`config.mk`:
```
export PLATFORM = sky130hd
export DESIGN_NAME = layer_argmax_select_flat
export DESIGN_NICKNAME = d
export VERILOG_FILES = /design/src/rtl/layer_argmax_select_pkg.sv /design/src/rtl/layer_argmax_select_if.sv /design/src/rtl/layer_argmax_select_cmp.sv /design/src/rtl/layer_argmax_select.sv /design/src/flat_wrapper.sv
export SDC_FILE = /design/constraint.sdc
export NUM_CORES = 1
export LEC_CHECK = 0
export ABC_AREA = 1
export BUFFER_PORTS_ARGS = -buffer_cell sky130_fd_sc_hd__buf_2
export CORE_MARGIN = 2
export CORE_UTILIZATION = 25
export DETAILED_ROUTE_END_ITERATION = 12
export PLACE_DENSITY = 0.4
export SYNTH_ARGS = -nofsm -noshare
export SYNTH_HDL_FRONTEND = slang
export SYNTH_SLANG_ARGS = --single-unit
```
`constraint.sdc`:
```
create_clock -name clk -period 1.82 [get_ports clk]
set_input_delay 0.091 -clock clk [delete_from_list [all_inputs] [get_ports clk]]
set_output_delay 0.091 -clock clk [all_outputs]
set_load 0.1 [all_outputs]
```
`src/rtl/layer_argmax_select_pkg.sv`:
```
// Shared types and helpers for layer_argmax_select and later comparator stages.
// Revision 1.0 - initial release.
`default_nettype none

package layer_argmax_select_pkg;

  typedef enum logic [0:0] {
    ACC = 1'b0,
    OUT = 1'b1
  } state_t;

  localparam int FRAME_CNT_W = 8;
  // Operand width of signed_gt; element widths up to this value are supported.
  localparam int CMP_W = 32;

  function automatic logic signed_gt(input logic signed [CMP_W-1:0] a,
                                     input logic signed [CMP_W-1:0] b);
    return a > b;
  endfunction

endpackage

`default_nettype wire

```
`src/rtl/layer_argmax_select_if.sv`:
```
// Element stream and classification result interfaces of layer_argmax_select.
// Macro ARGMAX_VALUE_OUT_EN adds max_val to the result interface. Revision 1.0.
`default_nettype none

interface argmax_in_if #(
  parameter int T = 16
) ();
  logic                s_valid;
  logic                s_ready;
  logic signed [T-1:0] data_in;

  modport master (output s_valid, output data_in, input s_ready);
  modport slave  (input s_valid, input data_in, output s_ready);
endinterface

interface argmax_out_if #(
  parameter int T    = 16,
  parameter int LOGM = 3
) ();
  logic                                            m_valid;
  logic                                            m_ready;
  logic [LOGM-1:0]                                 class_idx;
  logic [layer_argmax_select_pkg::FRAME_CNT_W-1:0] frame_cnt;
`ifdef ARGMAX_VALUE_OUT_EN
  logic signed [T-1:0]                             max_val;

  modport master (output m_valid, output class_idx, output frame_cnt, output max_val, input m_ready);
  modport slave  (input m_valid, input class_idx, input frame_cnt, input max_val, output m_ready);
`else
  modport master (output m_valid, output class_idx, output frame_cnt, input m_ready);
  modport slave  (input m_valid, input class_idx, input frame_cnt, output m_ready);
`endif
endinterface

`default_nettype wire

```
`src/rtl/layer_argmax_select_cmp.sv`:
```
// argmax_cmp: combinational running-maximum update step (strict signed compare).
// Revision 1.0 - initial release.
`default_nettype none

module argmax_cmp
  import layer_argmax_select_pkg::*;
#(
  parameter int T    = 16,
  parameter int LOGM = 3
) (
  input  logic signed [T-1:0]  data_in,
  input  logic signed [T-1:0]  best_val,
  input  logic [LOGM-1:0]      best_idx,
  input  logic [LOGM-1:0]      elem_cnt,
  input  logic                 first,
  output logic signed [T-1:0]  next_val,
  output logic [LOGM-1:0]      next_idx
);

  logic take;

  // Strict greater-than keeps the earliest index on ties.
  always_comb begin
    take     = first || signed_gt(CMP_W'(data_in), CMP_W'(best_val));
    next_val = take ? data_in  : best_val;
    next_idx = take ? elem_cnt : best_idx;
  end

endmodule

`default_nettype wire

```
`src/rtl/layer_argmax_select.sv`:
```
// layer_argmax_select: argmax over each M-element frame, result on a valid/ready port.
// Macro ARGMAX_VALUE_OUT_EN exposes the winning value as max_val. Revision 1.0.
`default_nettype none

module layer_argmax_select
  import layer_argmax_select_pkg::*;
#(
  parameter int M    = 4,
  parameter int T    = 16,
  parameter int LOGM = $clog2(M + 1)
) (
  input  logic          clk,
  input  logic          reset,
  argmax_in_if.slave    up,
  argmax_out_if.master  dn
);

  localparam logic [LOGM-1:0] LAST = LOGM'(M - 1);

  state_t                 state;
  logic [LOGM-1:0]        elem_cnt;
  logic signed [T-1:0]    best_val;
  logic [LOGM-1:0]        best_idx;
  logic                   m_valid_q;
  logic [LOGM-1:0]        class_idx_q;
  logic [FRAME_CNT_W-1:0] frame_cnt_q;
  logic signed [T-1:0]    next_val;
  logic [LOGM-1:0]        next_idx;
  logic                   in_fire;
  logic                   out_fire;

  // s_ready depends only on state; held low while reset is asserted.
  assign up.s_ready = reset && (state == ACC);
  assign in_fire    = up.s_valid && up.s_ready;
  assign out_fire   = m_valid_q && dn.m_ready;

  argmax_cmp #(
    .T    (T),
    .LOGM (LOGM)
  ) u_cmp (
    .data_in  (up.data_in),
    .best_val (best_val),
    .best_idx (best_idx),
    .elem_cnt (elem_cnt),
    .first    (elem_cnt == '0),
    .next_val (next_val),
    .next_idx (next_idx)
  );

  always_ff @(posedge clk or negedge reset) begin
    if (!reset) begin
      state       <= ACC;
      elem_cnt    <= '0;
      best_val    <= '0;
      best_idx    <= '0;
      m_valid_q   <= 1'b0;
      class_idx_q <= '0;
      frame_cnt_q <= '0;
    end else begin
      case (state)
        ACC: begin
          if (in_fire) begin
            best_val <= next_val;
            best_idx <= next_idx;
            if (elem_cnt == LAST) begin
              elem_cnt    <= '0;
              class_idx_q <= next_idx;
              m_valid_q   <= 1'b1;
              state       <= OUT;
            end else begin
              elem_cnt <= elem_cnt + LOGM'(1);
            end
          end
        end
        OUT: begin
          if (out_fire) begin
            m_valid_q   <= 1'b0;
            frame_cnt_q <= frame_cnt_q + FRAME_CNT_W'(1);
            elem_cnt    <= '0;
            state       <= ACC;
          end
        end
        default: state <= ACC;
      endcase
    end
  end

  assign dn.m_valid   = m_valid_q;
  assign dn.class_idx = class_idx_q;
  assign dn.frame_cnt = frame_cnt_q;

`ifdef ARGMAX_VALUE_OUT_EN
  logic signed [T-1:0] max_val_q;

  always_ff @(posedge clk or negedge reset) begin
    if (!reset) begin
      max_val_q <= '0;
    end else if (state == ACC && in_fire && elem_cnt == LAST) begin
      max_val_q <= next_val;
    end
  end

  assign dn.max_val = max_val_q;
`endif

endmodule

`default_nettype wire

```
`src/flat_wrapper.sv`:
```
// flat-port wrapper written by rule: the top's interface ports become plain ports
module layer_argmax_select_flat import layer_argmax_select_pkg::*;
#(
  parameter int M    = 4,
  parameter int T    = 16,
  parameter int LOGM = $clog2(M + 1)
)
  (clk, reset, up_s_valid, up_data_in, up_s_ready, dn_m_valid, dn_class_idx, dn_frame_cnt, dn_m_ready);
  argmax_in_if #(.T(T)) up_i ();
  argmax_out_if #(.T(T), .LOGM(LOGM)) dn_i ();
  input  logic clk;
  input  logic reset;
  input wire logic [$bits(up_i.s_valid)-1:0] up_s_valid;
  input wire logic [$bits(up_i.data_in)-1:0] up_data_in;
  output wire logic [$bits(up_i.s_ready)-1:0] up_s_ready;
  output wire logic [$bits(dn_i.m_valid)-1:0] dn_m_valid;
  output wire logic [$bits(dn_i.class_idx)-1:0] dn_class_idx;
  output wire logic [$bits(dn_i.frame_cnt)-1:0] dn_frame_cnt;
  input wire logic [$bits(dn_i.m_ready)-1:0] dn_m_ready;
  assign up_i.s_valid = up_s_valid;
  assign up_i.data_in = up_data_in;
  assign up_s_ready = up_i.s_ready;
  assign dn_m_valid = dn_i.m_valid;
  assign dn_class_idx = dn_i.class_idx;
  assign dn_frame_cnt = dn_i.frame_cnt;
  assign dn_i.m_ready = dn_m_ready;
  layer_argmax_select #(.M(M), .T(T), .LOGM(LOGM)) u_core (.clk(clk), .reset(reset), .up(up_i), .dn(dn_i));
endmodule
```
==> results of run 1 <==
-- final timing paths --
check / from / end / slack, ns / cells after the start
setup / recovery: u_core.best_val[7] / u_core.best_val[3] / -0.02 / 14
hold / removal: up_data_in[8] / u_core.best_val[8] / 0.05 / 3
setup reg to reg: u_core.best_val[7] / u_core.best_val[3] / -0.02 / 14
hold reg to reg: u_core.dn.frame_cnt[7] / u_core.dn.frame_cnt[7] / 0.47 / 1
max in group asynchronous: reset / u_core.dn.frame_cnt[0] / 1.03 / 3
min in group asynchronous: reset / u_core.best_val[5] / 0.44 / 3
-- cells in the mapped netlist (3+ instances only) --
master	count	area (um2)
sky130_fd_sc_hd__nand3_1	21	105
sky130_fd_sc_hd__a21oi_1	8	40.0
sky130_fd_sc_hd__nand4_1	3	18.8
sky130_fd_sc_hd__xnor2_1	3	26.3
sky130_fd_sc_hd__o21ai_0	5	25.0
sky130_fd_sc_hd__ha_1	19	238
sky130_fd_sc_hd__xor2_1	3	26.3
sky130_fd_sc_hd__o21ai_1	3	15.0
sky130_fd_sc_hd__nor2_1	12	45.0
sky130_fd_sc_hd__nand2_1	78	293
sky130_fd_sc_hd__dfrtp_1	35	876
sky130_fd_sc_hd__inv_1	35	131
sky130_fd_sc_hd__nand3_2	5	50.1
-- report_power, final --
part	leakage [nW]	internal (mW)	total, mW	switching (mW)
Clock	0.0524	0.410	0.698	0.287
Sequential	0.448	1.07	1.25	0.186
Combinational	0.933	0.941	2.45	1.51
-- stage by stage --
stage | power [mW] | TNS, ns | setup slack [ns] | utilization, %
after floorplan | 2.75 | 0 | 0.0660 | -
after global placement | 3.19 | -1.25 | -0.0763 | 30.6
after detailed placement | 3.20 | -1.49 | -0.0970 | 30.6
after CTS | 4.22 | -0.218 | -0.0251 | 34.4
after global routing | 4.78 | -3.14 | -0.158 | 36.2
final | 4.40 | -0.156 | -0.0209 | 36.2
-- layer usage --
layer	global-route usage (%)	routed length, um	share of wire [%]	vias to the layer above
met4	3.68	57	1.3	0
met3	2.90	236	5.2	8
met1	15.5	2230	49	788
met5	0	0	0	-
met2	18.3	2020	44	27
li1	-	-	-	870
-- critical path: cells and delay by family, from the launching register on --
kind | cells | cell delay [ns]
AOI/OAI and AO/OA | 1 | 0.17
buffers and inverters | 2 | 0.23
and+or+nand+nor | 10 | 0.73
DFF | 1 | 0.38
adders and majority gates | 1 | 0.20
-- kinds of logic after synthesis --
family	after synthesis	synth area share [%]
AOI/OAI and AO/OA	17	4.42
buffers and inverters	41	9.73
DFF	35	44.2
adders and majority gates	19	12.0
xor gates and xnor gates	6	2.65
and+or+nand+nor	122	27.0
-- repair_timing --
action | in CTS | in global routing
cloned | 1 | 0
pin swaps | 7 | 12
setup endpoints to repair | 21 | 22
buffers inserted | 3 | 5
resized for setup | 29 | 28
endpoints found under the hold margin | 35 | 0
hold buffers | 1 | 0
-- flip-flops by register name, summed over array words and instances, names as in the netlist --
signal	cells
u_core.best_val	16
u_core.elem_cnt	3
u_core.best_idx	3
u_core.state	1
u_core.dn.m_valid	1
u_core.dn.frame_cnt	8
u_core.dn.class_idx	3
-- cell type report --
type                       count  share of cell area (%)
clock buffer                   7                    2.75
clock inverter                 1                    1.08
inverter                      36                    4.86
multi-input combinational    164                    40.9
sequential                    35                    31.6
tap                          102                    4.59
timing repair buffer          57                    14.2
==> insert_results.sql, run 1 <==
INSERT INTO impl_metrics (metric_group, metric, value, unit) VALUES
('run_status', 'run_status', 'finished, violations left', ''),
('run_status', 'violations_in_the_final_reports', 'setup timing', ''),
('floorplan', 'die_x', '93.0', 'um'),
('cells_and_area', 'antennaDiodeCount', '0', ''),
('sta', 'setup-violations-final', '15', ''),
('routing', 'dr.pass1.iters', '4', ''),
('floorplan', 'core-area', '7690', 'um2'),
('floorplan', 'die_ar', '8650', 'um2'),
('critical_path', 'capturing_element_type_of_the_critical_path', 'flop', ''),
('global_route', 'grt_remaining_overflow', '0', ''),
('sta', 'timing.clock.skew', '0.0140', 'ns'),
('critical_path', 'cp-start-kind', 'flop', ''),
('sta', 'hold_worst_slack', '0.0466', 'ns'),
('sta', 'unrepaired_setup_endpoints_after_global_routing', 'yes', ''),
('placement', 'port_buffers', '32', ''),
('cells_and_area', 'layout-area-overhead-vs-synth', '40.4', '%'),
('cells_and_area', 'final_area', '2780', 'um2'),
('routing', 'via_count', '1693', ''),
('cells_and_area', 'most-common-layout-cells', 'sky130_fd_sc_hd__nand2_1 (56), sky130_fd_sc_hd__dfrtp_1 (32), sky130_fd_sc_hd__buf_2 (31), sky130_fd_sc_hd__inv_1 (29), sky130_fd_sc_hd__nand2_2 (22)', ''),
('critical_path', 'worstPathCellList', 'inv_1 -> ha_4 -> a21o_1 -> nor2_1 -> nand2_1 -> nand2_2 -> nand2_1 -> nand2_1 -> nand3_2 -> nand2_4 -> nand2_8 -> buf_8 -> nand2_2 -> nand2_1', ''),
('synthesis', 'dominantRegCellSynth', 'sky130_fd_sc_hd__dfrtp_1', ''),
('floorplan', 'start_util', '25.8', '%'),
('cts', 'cts_buffers', '5', ''),
('cells_and_area', 'layout.cells.most_common', 'sky130_fd_sc_hd__nand2_1', ''),
('synthesis', 'async_reset_ff_share', '100', '%'),
('cells_and_area', 'seqCellArea', '880', 'um2'),
('routing', 'drt-vias-per-instance', '4.21', ''),
('critical_path', 'crit_path_max_incr_delay', '0.38', 'ns'),
('critical_path', 'timing.critical_path.required', '1.99', 'ns'),
('floorplan', 'boundary_pins', '33', ''),
('sta', 'achievable-frequency', '543', 'MHz'),
('sta', 'timing_hold_violations_final', '0', ''),
('min_path', 'worstHoldPathType', 'primary input to flop', ''),
('cts', 'clock_sink_count', '35', ''),
('synthesis', 'yosys_warnings', '0', ''),
('routing', 'totalWireLength', '4550', 'um'),
('power_and_ir_drop', 'power-per-cell-area', '1580', 'nW/um2'),
('critical_path', 'worst_path_most_repeated_cell', 'sky130_fd_sc_hd__nand2_1', ''),
('cts', 'worst_setup_hold_path_clk_slew', '0.07', 'ns'),
('synthesis', 'synth.avg_cell_area', '8.25', 'um2'),
('floorplan', 'dieHeight', '93.0', 'um'),
('synthesis', 'synth.yosys.seq_area_share', '44.2', '%'),
('cts', 'clock_insertion_delay_worst_skew', '0.29', 'ns'),
('floorplan', 'core_rows', '32', ''),
('synthesis', 'synth-seq-cells', '35', ''),
('sta', 'finalCriticalPeriod', '1.84', 'ns'),
('global_route', 'grt_pass1_wl', '7840', 'um'),
('cts', 'clock-root-buffer', 'sky130_fd_sc_hd__clkbuf_8', ''),
('routing', 'ant_nets', '0', ''),
('placement', 'dp.final_hpwl', '3210', 'um'),
('cts', 'ctsHtreeMaxLevel', '2', ''),
('cts', 'max-clock-path-buffers', '2', ''),
('synthesis', 'syn-num-nets', '279', ''),
('synthesis', 'synth_edf_count', '0', ''),
('sta', 'worstMarginPinSlew', '0.490', 'ns'),
('synthesis', 'synth_cell_type_count', '20', ''),
('global_route', 'maximum_number_of_pins_on_one_net_before_global_route_repair', '36', ''),
('synthesis', 'post_synth_instance_area', '1980', 'um2'),
('flow_run', 'max-cap-violations', '0', ''),
('global_route', 'vias_in_the_first_global_route', '1676', ''),
('placement', 'postPlaceCellArea', '2350', 'um2'),
('sta', 'finalWorstSetupSlack', '-0.0209', 'ns'),
('placement', 'placed_cells', '384', ''),
('cells_and_area', 'stdcell_count', '402', ''),
('power_and_ir_drop', 'power.ir.vdd_worst', '0.849', 'mV'),
('power_and_ir_drop', 'total_leakage_power', '1.43', 'nW'),
('cells_and_area', 'multi_input_area', '1140', 'um2'),
('sta', 'final_max_slew_viol_count', '0', ''),
('global_route', 'antenna_found_initial', '0', ''),
('sta', 'fin_crit_sh', '101', '%'),
('critical_path', 'worst_ep_arrival_time', '2.01', 'ns');
Note: power is estimated with default switching activity, not from simulation.
==> run 2: changes to the inputs <==
--- a/config.mk
+++ b/config.mk
@@ -8,9 +8,10 @@
 export ABC_AREA = 1
 export BUFFER_PORTS_ARGS = -buffer_cell sky130_fd_sc_hd__buf_2
 export CORE_MARGIN = 2
-export CORE_UTILIZATION = 25
+export CORE_UTILIZATION = 43
 export DETAILED_ROUTE_END_ITERATION = 12
-export PLACE_DENSITY = 0.4
+export HOLD_SLACK_MARGIN = 0.1
+export PLACE_DENSITY = 0.63
 export SYNTH_ARGS = -nofsm -noshare
 export SYNTH_HDL_FRONTEND = slang
 export SYNTH_SLANG_ARGS = --single-unit
==> run 2 against run 1 <==
Effect of this change:
- the flow still finishes with violations (setup timing)
- setup slack worse by 0.042 ns
- clock skew down 0.0054 ns
- largest cell class unchanged
- via count up 2.7%
- wire length up 1.8%
- critical path type unchanged
- die area down 40%
==> insert_results.sql, run 2 (synthesis results as in run 1) <==
INSERT INTO impl_metrics (metric_group, metric, value, unit) VALUES
('run_status', 'run_status', 'finished, violations left', ''),
('run_status', 'violations_in_the_final_reports', 'setup timing', ''),
('cells_and_area', 'layout.nets', '349', ''),
('sta', 'finalWorstSetupSlack', '-0.0630', 'ns'),
('routing', 'drt_iter0_drcs', '59', ''),
('routing', 'drt-vias-per-instance', '4.79', ''),
('global_route', 'vias_in_the_first_global_route', '1684', ''),
('floorplan', 'core_rows', '24', ''),
('power_and_ir_drop', 'power.ir.vdd_worst', '1.06', 'mV'),
('cells_and_area', 'layout.cells.most_common', 'sky130_fd_sc_hd__nand2_1', ''),
('placement', 'dp_worst_setup_slack', '-0.124', 'ns'),
('routing', 'via_count', '1738', ''),
('placement', 'dp.final_hpwl', '2860', 'um'),
('critical_path', 'worst_r2r_path_depth', '13', ''),
('cells_and_area', 'drive_gt1_share', '34.7', '%'),
('cts', 'max-clock-path-buffers', '2', ''),
('cts', 'clock_sink_count', '35', ''),
('critical_path', 'critical_path.reg2reg.startpoint', 'u_core.best_val[11]', ''),
('cells_and_area', 'top_register', 'u_core.best_val', ''),
('critical_path', 'startpoint', 'u_core.best_val[11]', ''),
('floorplan', 'core-area', '4380', 'um2'),
('critical_path', 'cp-endpoint', 'u_core.best_val[4]', ''),
('sta', 'timing.clock.skew', '0.00851', 'ns'),
('sta', 'achievable-frequency', '531', 'MHz'),
('floorplan', 'dieHeight', '71.9', 'um'),
('sta', 'hold_worst_slack', '0.212', 'ns'),
('cts', 'worst_setup_hold_path_clk_slew', '0.07', 'ns'),
('critical_path', 'capturing_element_type_of_the_critical_path', 'flop', ''),
('critical_path', 'setup.worst_path.class', 'flop to flop', ''),
('power_and_ir_drop', 'power', '4.23', 'mW'),
('cells_and_area', 'antennaDiodeCount', '0', ''),
('global_route', 'maximum_number_of_pins_on_one_net_before_global_route_repair', '36', ''),
('floorplan', 'die_x', '71.9', 'um'),
('cts', 'clock_tree_from_tritoncts', 'yes', ''),
('routing', 'dr.pass1.iters', '4', ''),
('sta', 'timing_hold_violations_final', '0', ''),
('placement', 'port_buffers', '32', ''),
('floorplan', 'die_ar', '5170', 'um2'),
('sta', 'setup-violations-final', '21', ''),
('min_path', 'worstHoldPathType', 'primary input to flop', ''),
('cts', 'clock_insertion_delay_worst_skew', '0.30', 'ns'),
('critical_path', 'worst_ep_arrival_time', '2.06', 'ns'),
('critical_path', 'timing.critical_path.required', '2.00', 'ns'),
('global_route', 'grt_remaining_overflow', '0', ''),
('critical_path', 'worst_path_most_repeated_cell', 'sky130_fd_sc_hd__nand2_1', ''),
('sta', 'final_max_slew_viol_count', '0', ''),
('critical_path', 'timing.rr.end', 'u_core.best_val[4]', ''),
('critical_path', 'ff2ff_setup_slack', '-0.06', 'ns'),
('cts', 'ctsHtreeMaxLevel', '2', ''),
('global_route', 'antenna_found_initial', '0', ''),
('cells_and_area', 'filler_cell_count', '403', ''),
('cts', 'clock-root-buffer', 'sky130_fd_sc_hd__clkbuf_8', ''),
('routing', 'detail_route.wl_per_cell', '12.8', 'um'),
('global_route', 'track_usage', '19.1', '%'),
('sta', 'slew_headroom', '67.7', '%'),
('global_route', 'grt_pass1_wl', '7420', 'um'),
('cells_and_area', 'largest_register_ff_count', '16', ''),
('routing', 'remaining_drc_errors', '0', ''),
('critical_path', 'crit_path_top_delay_cell', 'sky130_fd_sc_hd__dfrtp_1', ''),
('flow_run', 'max-cap-violations', '0', ''),
('routing', 'totalWireLength', '4630', 'um'),
('power_and_ir_drop', 'total_leakage_power', '1.46', 'nW'),
('cells_and_area', 'most-common-layout-cells', 'sky130_fd_sc_hd__nand2_1 (63), sky130_fd_sc_hd__buf_2 (32), sky130_fd_sc_hd__dfrtp_1 (32), sky130_fd_sc_hd__inv_1 (29), sky130_fd_sc_hd__nand3_1 (21)', ''),
('sta', 'finalCriticalPeriod', '1.88', 'ns'),
('cts', 'cts_buffers', '5', ''),
('sta', 'fin_crit_sh', '103', '%'),
('sta', 'worstMarginPinSlew', '0.488', 'ns'),
('floorplan', 'boundary_pins', '33', ''),
('power_and_ir_drop', 'power-per-cell-area', '1520', 'nW/um2'),
('critical_path', 'critPathMaxFanout', '6', ''),
('critical_path', 'cp-start-kind', 'flop', ''),
('routing', 'ant_nets', '0', ''),
('sta', 'unrepaired_setup_endpoints_after_global_routing', 'yes', ''),
('cells_and_area', 'layout-area-overhead-vs-synth', '40.0', '%'),
('floorplan', 'start_util', '45.2', '%'),
('placement', 'gp_congestion', '0.733', ''),
('min_path', 'timing.hold.worst.start', 'up_s_valid', ''),
('critical_path', 'worstPathCellList', 'inv_2 -> ha_4 -> a21oi_2 -> nand2_1 -> a21oi_2 -> nand2_1 -> nand2_1 -> nand3_2 -> nand2_4 -> nand2_4 -> buf_6 -> nand2_1 -> nand2_1', ''),
('critical_path', 'crit_path_max_incr_delay', '0.40', 'ns');
[run 2: cell count changes in the layout (fill, tap and decap cells not counted), moves of 2 or more]
cell	before	now
sky130_fd_sc_hd__nand2_4	1	3
sky130_fd_sc_hd__o21ai_2	0	3
sky130_fd_sc_hd__clkbuf_1	2	0
sky130_fd_sc_hd__clkinvlp_4	0	2
sky130_fd_sc_hd__buf_8	2	0
sky130_fd_sc_hd__o21ai_1	4	2
sky130_fd_sc_hd__nand3_2	7	5
sky130_fd_sc_hd__buf_4	18	13
sky130_fd_sc_hd__nand2_1	56	63
sky130_fd_sc_hd__nand3_1	19	21
sky130_fd_sc_hd__dlygate4sd3_1	1	18
sky130_fd_sc_hd__nand2_2	22	14
[run 2: repair_timing]
item	in CTS	in global routing
buffers inserted	1	5
gates cloned	2	0
hold buffers	18	0
hold endpoints to repair	52	0
endpoints found under the setup margin	22	22
resized for setup	26	25
pin swaps	7	6
[run 2: per-layer routing]
layer	vias to the layer above	GRT usage, %	routed length (um)
li1	892	-	-
met1	810	24.2	2140
met2	30	31.3	2250
met3	6	4.92	166
met4	0	7.13	70
met5	-	0	0
[run 2: worst min path at each step]
stage,cells past startpoint,end,slack (ns)
finish,4,u_core.elem_cnt[2],0.21
floorplan,0,u_core.best_idx[0],-0.20
global route,4,u_core.elem_cnt[2],0.24
detailed placement,2,u_core.best_val[2],0.22
CTS,4,u_core.elem_cnt[2],0.20
global placement,2,u_core.best_val[2],0.22
[run 2: metrics by stage]
stage / cell area [um2] / setup TNS (ns) / std cells / utilization (%)
global route: 2770 / -3.91 / 363 / 63.2
detailed placement: 2230 / -2.17 / 329 / 51.0
floorplan: 1990 / 0 / 240 / -
global placement: 2230 / -1.29 / 329 / 51.0
CTS: 2650 / -0.0792 / 358 / 60.5
finish: 2770 / -0.880 / 363 / 63.2
[run 2: final cells by class]
type | instances | area (um2) | share of cell area [%]
multi-input combinational | 164 | 1110 | 40.0
sequential | 35 | 880 | 31.7
timing repair buffer | 68 | 494 | 17.8
inverter | 36 | 135 | 4.87
clock buffer | 5 | 68.8 | 2.48
tap | 52 | 65.1 | 2.35
clock inverter | 3 | 20.0 | 0.722
[run 2: worst max-delay path: cells and delay by family, from the launching register on]
family / cells / cell delay, ns
compound gates: 2 / 0.30
fa+ha+maj: 1 / 0.20
buf+inv: 2 / 0.22
flops: 1 / 0.40
simple gates: 8 / 0.63
[run 2: report_power, final]
| part | switching [mW] | leakage [nW] | internal, mW | total [mW] |
|---|---|---|---|---|
| registers | 0.196 | 0.448 | 1.07 | 1.26 |
| logic | 1.51 | 0.968 | 0.889 | 2.40 |
| clock network | 0.303 | 0.0402 | 0.266 | 0.570 |
| total | 2.01 | 1.46 | 2.22 | 4.23 |
